[src/rtl/count_test_engine.sv]
// count_test_engine: directed stimulus sequencer and self-checker for a loadable decade counter.
//
// Runs IDLE -> RST -> LOAD -> COUNT(RUN_CYCLES) -> HOLD(2) -> PRI -> DONE -> IDLE on a start request.
// It drives the counter's reset, Load, Enable and P. It also tracks the expected counter value and
// compares it against Q_in.
//
// Ports:
//   CLK        clock, all logic on posedge
//   MR         synchronous active-high reset, aborts any sequence
//   start      one-cycle run request, honoured only in IDLE
//   Q_in       counter output under check
//   cnt_rst    counter master reset (RST state)
//   Load       counter parallel-load strobe (LOAD, PRI)
//   Enable     counter count enable (COUNT, PRI)
//   P          counter parallel-load data
//   busy       high in every state except IDLE
//   done       one-cycle pulse in DONE
//   pass       set on leaving DONE when no mismatch was seen, held until next start or MR
//   err_count  saturating mismatch count
//
// Optional build macro FIRST_ERR_CAPTURE_EN adds first_err_exp, first_err_act and first_err_vld.
// These outputs latch the expected and observed values of the first mismatch after start.
module count_test_engine #(
    parameter int WIDTH      = 4,
    parameter int MODULUS    = 10,
    parameter int RUN_CYCLES = 20,
    parameter int LOAD_VALUE = 7,
    parameter int PRI_VALUE  = 3
) (
    input  logic             CLK,
    input  logic             MR,
    input  logic             start,
    input  logic [WIDTH-1:0] Q_in,
    output logic             cnt_rst,
    output logic             Load,
    output logic             Enable,
    output logic [WIDTH-1:0] P,
    output logic             busy,
    output logic             done,
    output logic             pass,
    output logic [7:0]       err_count
`ifdef FIRST_ERR_CAPTURE_EN
    ,
    output logic [WIDTH-1:0] first_err_exp,
    output logic [WIDTH-1:0] first_err_act,
    output logic             first_err_vld
`endif
);
    typedef enum logic [2:0] {IDLE, RST, LOAD, COUNT, HOLD, PRI, DONE} state_t;
    state_t           state, state_nx;
    logic [7:0]       cyc, cyc_nx;
    logic [WIDTH-1:0] exp_val, exp_nx;
    logic             chk, mism, accept;
    always_comb begin
        state_nx = state;
        cyc_nx   = cyc + 8'd1;
        case (state)
            IDLE:    state_nx = start ? RST : IDLE;
            RST:     state_nx = LOAD;
            LOAD:    begin state_nx = COUNT; cyc_nx = '0; end
            COUNT:   if (cyc == 8'(RUN_CYCLES - 1)) begin state_nx = HOLD; cyc_nx = '0; end
            HOLD:    state_nx = (cyc == 8'd1) ? PRI : HOLD;
            PRI:     state_nx = DONE;
            DONE:    state_nx = IDLE;
            default: state_nx = IDLE;
        endcase
    end
    // Mirror the counter: it samples the same registered stimulus on the same edge.
    // Load wins over Enable.
    always_comb begin
        exp_nx = cnt_rst ? '0
               : Load    ? P
               : Enable  ? ((exp_val == WIDTH'(MODULUS - 1)) ? '0 : exp_val + WIDTH'(1))
               : exp_val;
        chk    = state inside {LOAD, COUNT, HOLD, PRI, DONE};
        mism   = chk && (Q_in != exp_val);
        accept = (state == IDLE) && start;
    end
    always_ff @(posedge CLK) begin
        if (MR) begin
            state     <= IDLE;
            cyc       <= '0;
            cnt_rst   <= 1'b0;
            Load      <= 1'b0;
            Enable    <= 1'b0;
            P         <= '0;
            busy      <= 1'b0;
            done      <= 1'b0;
            pass      <= 1'b0;
            err_count <= '0;
            exp_val   <= '0;
        end else begin
            state   <= state_nx;
            cyc     <= cyc_nx;
            // Stimulus is decoded from the next state so it is registered and valid throughout the state.
            cnt_rst <= state_nx == RST;
            Load    <= state_nx == LOAD || state_nx == PRI;
            Enable  <= state_nx == COUNT || state_nx == PRI;
            P       <= state_nx == LOAD ? WIDTH'(LOAD_VALUE) : state_nx == PRI ? WIDTH'(PRI_VALUE) : '0;
            busy    <= state_nx != IDLE;
            done    <= state_nx == DONE;
            exp_val <= exp_nx;
            if (accept) begin
                err_count <= '0;
                pass      <= 1'b0;
            end else begin
                if (mism && err_count != 8'hFF)
                    err_count <= err_count + 8'd1;
                // The verdict includes the compare made on this last DONE edge.
                if (state == DONE)
                    pass <= (err_count == 8'd0) && !mism;
            end
        end
    end
`ifdef FIRST_ERR_CAPTURE_EN
    always_ff @(posedge CLK) begin
        if (MR || accept) begin
            first_err_exp <= '0;
            first_err_act <= '0;
            first_err_vld <= 1'b0;
        end else if (mism && !first_err_vld) begin
            first_err_exp <= exp_val;
            first_err_act <= Q_in;
            first_err_vld <= 1'b1;
        end
    end
`endif
endmodule

[config.mk]
export PLATFORM = sky130hd
export DESIGN_NAME = count_test_engine
export DESIGN_NICKNAME = d
export VERILOG_FILES = /design/src/rtl/count_test_engine.sv
export SDC_FILE = /design/constraint.sdc
export NUM_CORES = 1
export LEC_CHECK = 0
export CAP_MARGIN = 20
export CORE_ASPECT_RATIO = 1.25
export CORE_MARGIN = 3
export CORE_UTILIZATION = 45
export CTS_CLUSTER_SIZE = 30
export DETAILED_ROUTE_END_ITERATION = 7
export GPL_TIMING_DRIVEN = 1
export PLACE_DENSITY = 0.72
export SLEW_MARGIN = 5
export SYNTH_ARGS = -nofsm -noshare
export SYNTH_HDL_FRONTEND = slang
export SYNTH_SLANG_ARGS = --single-unit
export TNS_END_PERCENT = 100
[constraint.sdc]
create_clock -name CLK -period 1.75 [get_ports CLK]
set_input_delay 0.175 -clock CLK [delete_from_list [all_inputs] [get_ports CLK]]
set_output_delay 0.175 -clock CLK [all_outputs]
set_load 0.05 [all_outputs]
==> results of run 1 <==
cell families after synthesis:
family | Yosys count
simple gates | 70
compound gates | 30
flops | 30
xor+xnor | 15
buf+inv | 15
fa+ha+maj | 4
other cells | 1
mux | 1
cell usage in the layout (no fill, tap or decap), types with 5 or more instances in the layout:
master,instances
dfxtp_1,27
nor2_1,26
buf_4,18
clkdlybuf4s50_1,12
nand2_1,10
a21oi_1,8
xor2_1,8
nand3_1,7
xnor2_1,7
inv_1,6
nor3_1,6
o21ai_0,5
clkbuf_4,5
report_power, final:
part           total, mW  switching (mW)  internal (mW)
sequential         0.743          0.0326          0.710
combinational      0.220           0.134         0.0855
clock              0.424           0.231          0.193
total               1.39           0.398          0.988
per-layer routing:
layer	global-route usage	share of wire
met1	0.171	0.41
met2	0.287	0.53
met3	0.0428	0.041
met4	0.0902	0.024
met5	0	0
flip-flops by register name (all words and copies together) (netlist names):
name	flops
cnt_rst	1
done	1
state	3
busy	1
err_count	8
exp_val	4
Enable	1
P	2
pass	1
cyc	8
area by class of cell:
type	instances	area, sq um	area share
clock buffer	6	51.3	0.0285
multi-input combinational	121	773	0.430
sequential	30	604	0.336
tap	36	45.0	0.0251
timing repair buffer	33	289	0.161
inverter	6	22.5	0.0125
clock inverter	2	12.5	0.00696
Yosys cell counts (2+ instances only):
cell	count	area [sq um]
nor2b_1	2	12.5
and3_1	2	12.5
nand3_1	7	35.0
inv_1	6	22.5
nor3_1	7	35.0
a21oi_1	8	40.0
a31o_2	3	26.3
a2111oi_0	2	17.5
a211oi_1	4	30.0
o21ai_0	5	25.0
nand2_1	11	41.3
clkbuf_1	2	7.51
nor4_1	2	12.5
nor2_1	26	97.6
xor2_1	8	70.1
xnor2_1	7	61.3
ha_1	4	50.1
clkbuf_8	2	27.5
buf_4	3	22.5
dfxtp_1	30	601
nand4_1	3	18.8
worst register-to-register path, cell delays in order (launching register included):
cell and delay [ns]:
dfxtp_2 0.33, or4_4 0.53, or3_4 0.37, nand2_2 0.09, a31o_4 0.20, nor2_1 0.06
path summary, 6_finish.rpt:
check	startpoint	to	slack (ns)
worst max-delay path	err_count[0]	err_count[0]	0.07
worst min-delay path	cyc[0]	cyc[0]	0.48
worst max register to register	cyc[3]	cyc[6]	0.07
worst min register to register	cyc[0]	cyc[0]	0.48
metrics by stage:
stage / setup WS (ns) / area [sq um] / power [mW] / std cells / utilization
finish: 0.0661 / 1800 / 1.39 / 234 / 0.594
global route: 0.00606 / 1800 / 1.46 / 234 / 0.594
CTS: 0.00636 / 1790 / 1.41 / 234 / 0.591
detailed placement: -0.0752 / 1720 / 0.973 / 226 / 0.567
global placement: -0.0445 / 1720 / 0.968 / 226 / 0.567
floorplan: 0.0225 / 1460 / 0.915 / 166 / -
what timing repair did:
item / 4_1_cts / 5_1_grt
resized for setup: 2 / 4
pin swaps: 0 / 3
hold buffers: 0 / 0
endpoints found under the setup margin: 8 / 12
==> results.py, run 1 <==
metrics = {
    "run_status": {
        "outcome": "complete, no violations",
    },
    "timing": {
        "tightest_slew_ns": 0.501,
        "setup_viol": 0,
        "max_slew_margin": 0.665,
        "fin_skew_ns": 0.00422,
        "rsz0062_at_grt": "no",
        "slew_violations": 0,
        "holdWs_ns": 0.483,
        "finalHoldViolations": 0,
        "finalCriticalPeriod_ns": 1.68,
        "period_share": 0.962,
        "fmax_ghz": 0.594,
        "setup_tns_ns": 0,
    },
    "critical_path": {
        "critical-path-slowest-cell": "clkdlybuf4s50_1",
        "cp_data_required_time_ns": 1.57,
        "max_stage_delay_ns": 0.81,
        "crit_arrival_ns": 1.51,
        "critical_path_class": "register to output port",
        "cp_top_family": "buffers and inverters",
        "path_depth": 1,
        "crit_path_cell_trace": "clkdlybuf4s50_1",
        "path_max_fanout": 5,
        "cp-start-kind": "register",
        "critical_path_buf_inv_count": 1,
        "critPathCaptureType": "output port",
        "r2r_cells": 5,
    },
    "worst_hold_path": {
        "whs_path_depth": 1,
        "hp-class": "register to register",
    },
    "synth": {
        "async_reset_ff_frac": 0,
        "synth_top_family_by_area": "simple AND/OR/NAND/NOR gates",
        "ys_seq_elements": 30,
        "synth_area_sq_um": 1450,
        "yosysUniqueCellTypes": 43,
        "syn_inst": 166,
        "synth_edf_count": 0,
        "synth-simple-area-share": 0.243,
        "synth_compound_area_frac": 0.143,
        "yosys.area_share.xor_xnor": 0.0904,
        "seq_area_frac_synth": 0.413,
        "synth-adder-area-share": 0.0345,
        "yosys_most_used_dff": "dfxtp_1",
        "synth_nets": 177,
        "avgSynthCellArea_sq_um": 8.75,
        "synth_warnings": 0,
        "synth.area.mux_share": 0.00689,
    },
    "final_layout": {
        "drive_gt1_frac": 0.212,
        "diodes": 0,
        "n_fill_cell": 272,
        "synthToLayoutAreaGrowth_pct": 23.8,
        "finalNetCount": 208,
    },
    "die": {
        "rows": 22,
        "dieWidth_um": 56.8,
        "core_region_area_sq_um": 3030,
        "io_pins": 25,
        "dieHeight_um": 69.5,
        "die_area_sq_um": 3950,
        "start_util": 0.480,
    },
    "detailed_routing": {
        "wirelength_um": 2920,
        "ant_nets": 0,
        "vias_per_cell": 5.29,
        "first_iter_violations": 51,
        "drt_pass1_iterations": 4,
        "drcViolationCount": 0,
        "vias": 1237,
        "drt-wirelength-per-cell_um": 12.5,
    },
    "global_routing": {
        "grt_max_degree": 14,
        "antenna_found_initial": 0,
        "gr-total-overflow": 0,
        "grt_first_pass_wirelength_um": 5110,
        "grtUsageTotal": 0.162,
        "grt_pass1_vias": 1244,
    },
    "cts": {
        "cts-root-buf": "clkbuf_4",
        "clkLatencyLatePin_ns": 0.33,
        "numCtsBuffers": 5,
        "htreeDepth": 2,
        "clk_path_buf_depth": 2,
        "cts.sinks": 30,
        "cts_tree": "built",
        "cts_setup_buffers": 0,
        "cts.clk_slew.worst_paths_ns": 0.09,
    },
    "place": {
        "gp_congestion": 0.827,
        "dpl.hpwl_um": 2200,
        "port-buffer-count": 23,
    },
    "power_and_ir_drop": {
        "peakVddDrop_mv": 0.641,
        "p_leak_nw": 0.734,
        "cellPowerDensity_nw_per_um2": 771,
    },
    "run": {
        "maxCapViolations": 0,
    },
}
(Power assumes the default switching activity.)
==> run 2: changes to the inputs <==
--- a/config.mk
+++ b/config.mk
@@ -12,7 +12,10 @@
 export CTS_CLUSTER_SIZE = 30
 export DETAILED_ROUTE_END_ITERATION = 7
 export GPL_TIMING_DRIVEN = 1
+export MAX_ROUTING_LAYER = met4
 export PLACE_DENSITY = 0.72
+export RECOVER_POWER = 50
+export SKIP_LAST_GASP = 1
 export SLEW_MARGIN = 5
 export SYNTH_ARGS = -nofsm -noshare
 export SYNTH_HDL_FRONTEND = slang
==> run 2 against run 1 <==
Against the previous run: via count up 0.32%; largest cell class unchanged; register-to-register slack about the same; count of clock-buffer cells in the layout unchanged; worst setup slack worse by 0.00081 ns; global-route usage up 0.44 points; cell count unchanged; clock skew about the same; clock power about the same; core utilization down 1.7 points; worst hold slack about the same; first-iteration DRC count unchanged.
==> results.py, run 2 (synthesized netlist as in run 1, its figures left out) <==
metrics = {
    "run": {
        "maxCapViolations": 0,
    },
    "timing": {
        "fmax_ghz": 0.594,
        "setup_viol": 0,
        "period_share": 0.963,
        "slew_violations": 0,
        "rsz0062_at_grt": "no",
        "finalHoldViolations": 0,
        "max_slew_margin": 0.591,
        "fin_ws_ns": 0.0653,
        "finalCriticalPeriod_ns": 1.68,
        "fin_skew_ns": 0.00419,
        "setup_tns_ns": 0,
        "tightest_slew_ns": 0.615,
    },
    "global_routing": {
        "grt_max_degree": 14,
        "antenna_found_initial": 0,
        "grt_pass1_vias": 1244,
        "grt_use_met1": 0.171,
        "grtUsageTotal": 0.167,
        "gr-total-overflow": 0,
        "grt-busiest-layer": "met2",
        "grt_use_met3": 0.0428,
        "grtUsageMet2": 0.287,
        "grt_first_pass_wirelength_um": 5110,
    },
    "cts": {
        "clkLatencyLatePin_ns": 0.33,
        "cts.clk_slew.worst_paths_ns": 0.09,
        "cts_hold_buf": 0,
        "numCtsBuffers": 5,
        "cts-root-buf": "clkbuf_4",
        "cts.sinks": 30,
        "cts_setup_buffers": 0,
        "cts_tree": "built",
        "clk_path_buf_depth": 2,
        "htreeDepth": 2,
    },
    "final_layout": {
        "finalNetCount": 208,
        "top_regs": "cyc (8), err_count (8), exp_val (4)",
        "synthToLayoutAreaGrowth_pct": 20.2,
        "diodes": 0,
        "final_cell_mix": "dfxtp_1, nor2_1, clkdlybuf4s50_1, clkbuf_1, nand2_1",
        "fin_area_sq_um": 1750,
        "finalCoreUtilization": 0.577,
        "drive_gt1_frac": 0.167,
        "final_common_cell": "dfxtp_1",
    },
    "critical_path": {
        "cp_data_required_time_ns": 1.57,
        "critical_path_buf_inv_count": 1,
        "crit_path_cell_trace": "clkdlybuf4s50_1",
        "crit_arrival_ns": 1.51,
        "critical-path-slowest-cell": "clkdlybuf4s50_1",
        "critPathCaptureType": "output port",
        "cp-start-kind": "register",
        "max_stage_delay_ns": 0.81,
        "critical_path_class": "register to output port",
        "cp_top_family": "buffers and inverters",
        "path_max_fanout": 5,
    },
    "die": {
        "core_region_area_sq_um": 3030,
        "io_pins": 25,
        "dieWidth_um": 56.8,
        "rows": 22,
        "dieHeight_um": 69.5,
        "die_area_sq_um": 3950,
        "start_util": 0.480,
    },
    "detailed_routing": {
        "vias": 1241,
        "ant_nets": 0,
        "first_iter_violations": 51,
        "vias_per_cell": 5.30,
        "drt_pass1_iterations": 4,
        "drcViolationCount": 0,
        "wirelength_um": 2930,
        "drt-wirelength-per-cell_um": 12.5,
    },
    "power_and_ir_drop": {
        "cellPowerDensity_nw_per_um2": 790,
        "p_leak_nw": 0.655,
        "peakVddDrop_mv": 0.640,
    },
    "place": {
        "dpl.hpwl_um": 2200,
        "placed_area_sq_um": 1720,
        "gp_congestion": 0.839,
        "port-buffer-count": 23,
        "place_ws_ns": -0.0752,
    },
    "worst_hold_path": {
        "hp-class": "register to register",
    },
    "run_status": {
        "outcome": "complete, no violations",
    },
}
run 2: cell count changes in the layout (fill, tap and decap cells not counted), sizes merged:
| cell | change |
|---|---|
| clkbuf | +11 |
| dlymetal6s2s | -2 |
| buf | -9 |
run 2: layout make-up:
cell class / instances / area [sq um]
clock buffer: 6 / 51.3
clock inverter: 2 / 12.5
fill: 283 / 1280
inverter: 6 / 22.5
multi-input combinational: 121 / 773
sequential: 30 / 604
tap: 36 / 45.0
timing repair buffer: 33 / 238
run 2: power breakdown:
group	leakage (nW)	internal, mW	total, mW	switching, mW
combinational	0.376	0.0792	0.213	0.134
clock	0.0343	0.193	0.424	0.232
sequential	0.245	0.710	0.743	0.0326
total	0.655	0.982	1.38	0.398
run 2: worst reg2reg max path, stage by stage (launching register included):
cell and delay [ns]:
dfxtp_2 0.33, or4_4 0.53, or3_4 0.37, nand2_2 0.09, a31o_4 0.20, nor2_1 0.06
run 2: worst paths after layout:
path | slack [ns] | cells past startpoint | from | to
setup / recovery | 0.07 | 1 | err_count[0] | err_count[0]
hold / removal | 0.48 | 1 | cyc[0] | cyc[0]
setup reg to reg | 0.07 | 5 | cyc[3] | cyc[6]
hold reg to reg | 0.48 | 1 | cyc[0] | cyc[0]
run 2: per-stage QoR:
stage / hold WS, ns / instances / power (mW)
2_1_floorplan: 0.250 / 166 / 0.915
3_3_place_gp: 0.452 / 226 / 0.968
3_5_place_dp: 0.458 / 226 / 0.973
4_1_cts: 0.484 / 234 / 1.41
5_1_grt: 0.523 / 234 / 1.45
6_report: 0.483 / 234 / 1.38
run 2: layer usage:
metal  up-vias  share of wire
met5         -              0
met4         0          0.018
met3         6          0.052
met2        23           0.53
met1       571           0.40
li1        641              -
run 2: what timing repair did:
item / 4_1_cts / 5_1_grt
setup endpoints to repair: 8 / 12
pin swaps: 0 / 3
gates cloned: 0 / 0
gates resized for setup: 2 / 4
==> run 3: changes to the inputs <==
--- a/config.mk
+++ b/config.mk
@@ -12,9 +12,9 @@
 export CTS_CLUSTER_SIZE = 30
 export DETAILED_ROUTE_END_ITERATION = 7
 export GPL_TIMING_DRIVEN = 1
-export MAX_ROUTING_LAYER = met4
 export PLACE_DENSITY = 0.72
 export RECOVER_POWER = 50
+export REMOVE_ABC_BUFFERS = 1
 export SKIP_LAST_GASP = 1
 export SLEW_MARGIN = 5
 export SYNTH_ARGS = -nofsm -noshare
==> run 3 against run 2 <==
Against the previous run: non-clock buffer count is 8 higher; wire length up 5.6%; flip-flop and latch count is the same; core utilization rose by 1.7 points; largest cell class unchanged; largest power group unchanged; highest routed layer unchanged.
==> results.py, run 3 (synthesized netlist as in run 1, its figures left out) <==
metrics = {
    "critical_path": {
        "max_stage_delay_ns": 0.54,
        "crit_arrival_ns": 1.91,
        "critical_path_buf_inv_count": 0,
        "r2r-end": "cyc[7]",
        "critical_path_class": "register to register",
        "crit_path_cell_trace": "or4_4 -> or3_4 -> nand2_2 -> a31o_4 -> nor2_1",
        "r2r_start": "cyc[3]",
        "critical-path-slowest-cell": "or4_4",
        "r2r_cells": 5,
        "path_max_fanout": 8,
        "cp-start-kind": "register",
        "cp_top_family": "simple AND/OR/NAND/NOR gates",
        "r2r_slack_ns": 0.06,
        "critPathCaptureType": "register",
        "cp_data_required_time_ns": 1.97,
    },
    "power_and_ir_drop": {
        "p_total_mw": 1.39,
        "cellPowerDensity_nw_per_um2": 773,
        "power_frac_seq": 0.528,
        "switching_share": 0.291,
        "internal-power_mw": 0.985,
        "p_sw_mw": 0.404,
        "p_leak_nw": 0.712,
        "p_clk_frac": 0.310,
        "power_frac_comb": 0.161,
        "peakVddDrop_mv": 0.511,
    },
    "detailed_routing": {
        "drcViolationCount": 0,
        "wirelength_um": 3100,
        "vias": 1300,
        "drt-wirelength-per-cell_um": 12.8,
        "vias_per_cell": 5.37,
        "drt_pass1_iterations": 4,
        "first_iter_violations": 47,
        "ant_nets": 0,
    },
    "final_layout": {
        "finalNetCount": 216,
        "top_regs": "cyc (8), err_count (8), exp_val (4)",
        "synthToLayoutAreaGrowth_pct": 23.7,
        "diodes": 0,
        "drive_gt1_frac": 0.189,
        "final_common_cell": "dfxtp_1",
        "finalCoreUtilization": 0.593,
        "n_fill_cell": 291,
        "final_cell_mix": "dfxtp_1, nor2_1, buf_4, clkbuf_1",
    },
    "run_status": {
        "outcome": "complete, no violations",
    },
    "timing": {
        "setup_viol": 0,
        "max_slew_margin": 0.592,
        "rsz0062_at_grt": "yes",
        "holdWs_ns": 0.477,
        "fmax_ghz": 0.590,
        "finalCriticalPeriod_ns": 1.69,
        "slew_violations": 0,
        "fin_skew_ns": 0.0112,
        "fin_ws_ns": 0.0555,
        "period_share": 0.968,
        "tightest_slew_ns": 0.615,
        "finalHoldViolations": 0,
    },
    "worst_hold_path": {
        "hp-class": "register to register",
        "hold_path_startpoint": "cyc[0]",
        "whs_path_depth": 1,
        "min_to": "cyc[0]",
    },
    "die": {
        "dieHeight_um": 69.5,
        "die_area_sq_um": 3950,
        "io_pins": 25,
        "rows": 22,
        "start_util": 0.480,
        "dieWidth_um": 56.8,
        "core_region_area_sq_um": 3030,
    },
    "cts": {
        "cts_tree": "built",
        "numCtsBuffers": 5,
        "cts_hold_buf": 0,
        "cts.sinks": 30,
        "htreeDepth": 2,
        "cts_setup_buffers": 0,
        "cts-root-buf": "clkbuf_4",
        "clk_path_buf_depth": 2,
        "clkLatencyLatePin_ns": 0.33,
        "cts.clk_slew.worst_paths_ns": 0.10,
    },
    "global_routing": {
        "gr-total-overflow": 0,
        "grt_first_pass_wirelength_um": 5390,
        "grt_pass1_vias": 1281,
        "grt_max_degree": 15,
        "grtUsageTotal": 0.169,
        "antenna_found_initial": 0,
    },
    "place": {
        "gp_congestion": 0.824,
        "dpl.hpwl_um": 2380,
        "port-buffer-count": 23,
        "place_ws_ns": -0.146,
    },
    "run": {
        "maxCapViolations": 0,
    },
}
[run 3: changes by cell type in the layout (fill, tap and decap cells not counted), sizes merged]
cell | before | now
clkdlybuf4s50 | 12 | 10
buf | 9 | 17
clkbuf | 17 | 18
dlymetal6s2s | 0 | 1
[run 3: worst register-to-register path, cell delays in order (launching register included)]
cell	delay, ns
dfxtp_2	0.33
or4_4	0.54
or3_4	0.37
nand2_2	0.08
a31o_4	0.20
nor2_1	0.06
[run 3: per-layer routing]
layer	part of all wire	GRT usage	up-vias
li1	-	-	656
met1	0.42	0.183	596
met2	0.51	0.298	35
met3	0.049	0.0540	13
met4	0.023	0.0696	0
met5	0	0	-
[run 3: power by group through the flow]
stage	registers, mW	clock network (mW)	logic [mW]
after floorplan	0.804	0	0.0885
after CTS	0.734	0.441	0.235
after global routing	0.739	0.481	0.246
after global placement	0.748	0	0.225
final	0.734	0.431	0.224
after detailed placement	0.750	0	0.231
[run 3: final cells by class]
class | instances | area, sq um | share of cell area
Sequential cell | 30 | 603 | 0.336
Clock buffer | 6 | 51.3 | 0.0286
Clock inverter | 2 | 12.5 | 0.00696
Inverter | 6 | 22.5 | 0.0125
Multi-Input combinational cell | 121 | 768 | 0.428
Tap cell | 36 | 45.0 | 0.0251
Timing Repair Buffer | 41 | 294 | 0.164
[run 3: per-stage QoR]
step	setup TNS (ns)	area, sq um	instances
after global placement	-0.346	1770	234
final	0	1800	242
after CTS	0	1840	242
after floorplan	-0.514	1380	157
after global routing	-0.0204	1800	242
after detailed placement	-0.423	1770	234
[run 3: worst max path at each step]
stage | to | from | cells after the start
finish | cyc[7] | cyc[3] | 5
global route | err_count[4] | err_count[0] | 6
CTS | cyc[7] | cyc[3] | 5
detailed placement | err_count[5] | Q_in[3] | 7
global placement | err_count[4] | Q_in[2] | 7
floorplan | err_count[5] | err_count[0] | 6
[run 3: timing repair]
item | 4_1_cts | 5_1_grt
setup endpoints to repair | 9 | 17
pin swaps | 0 | 3
resized for setup | 2 | 7
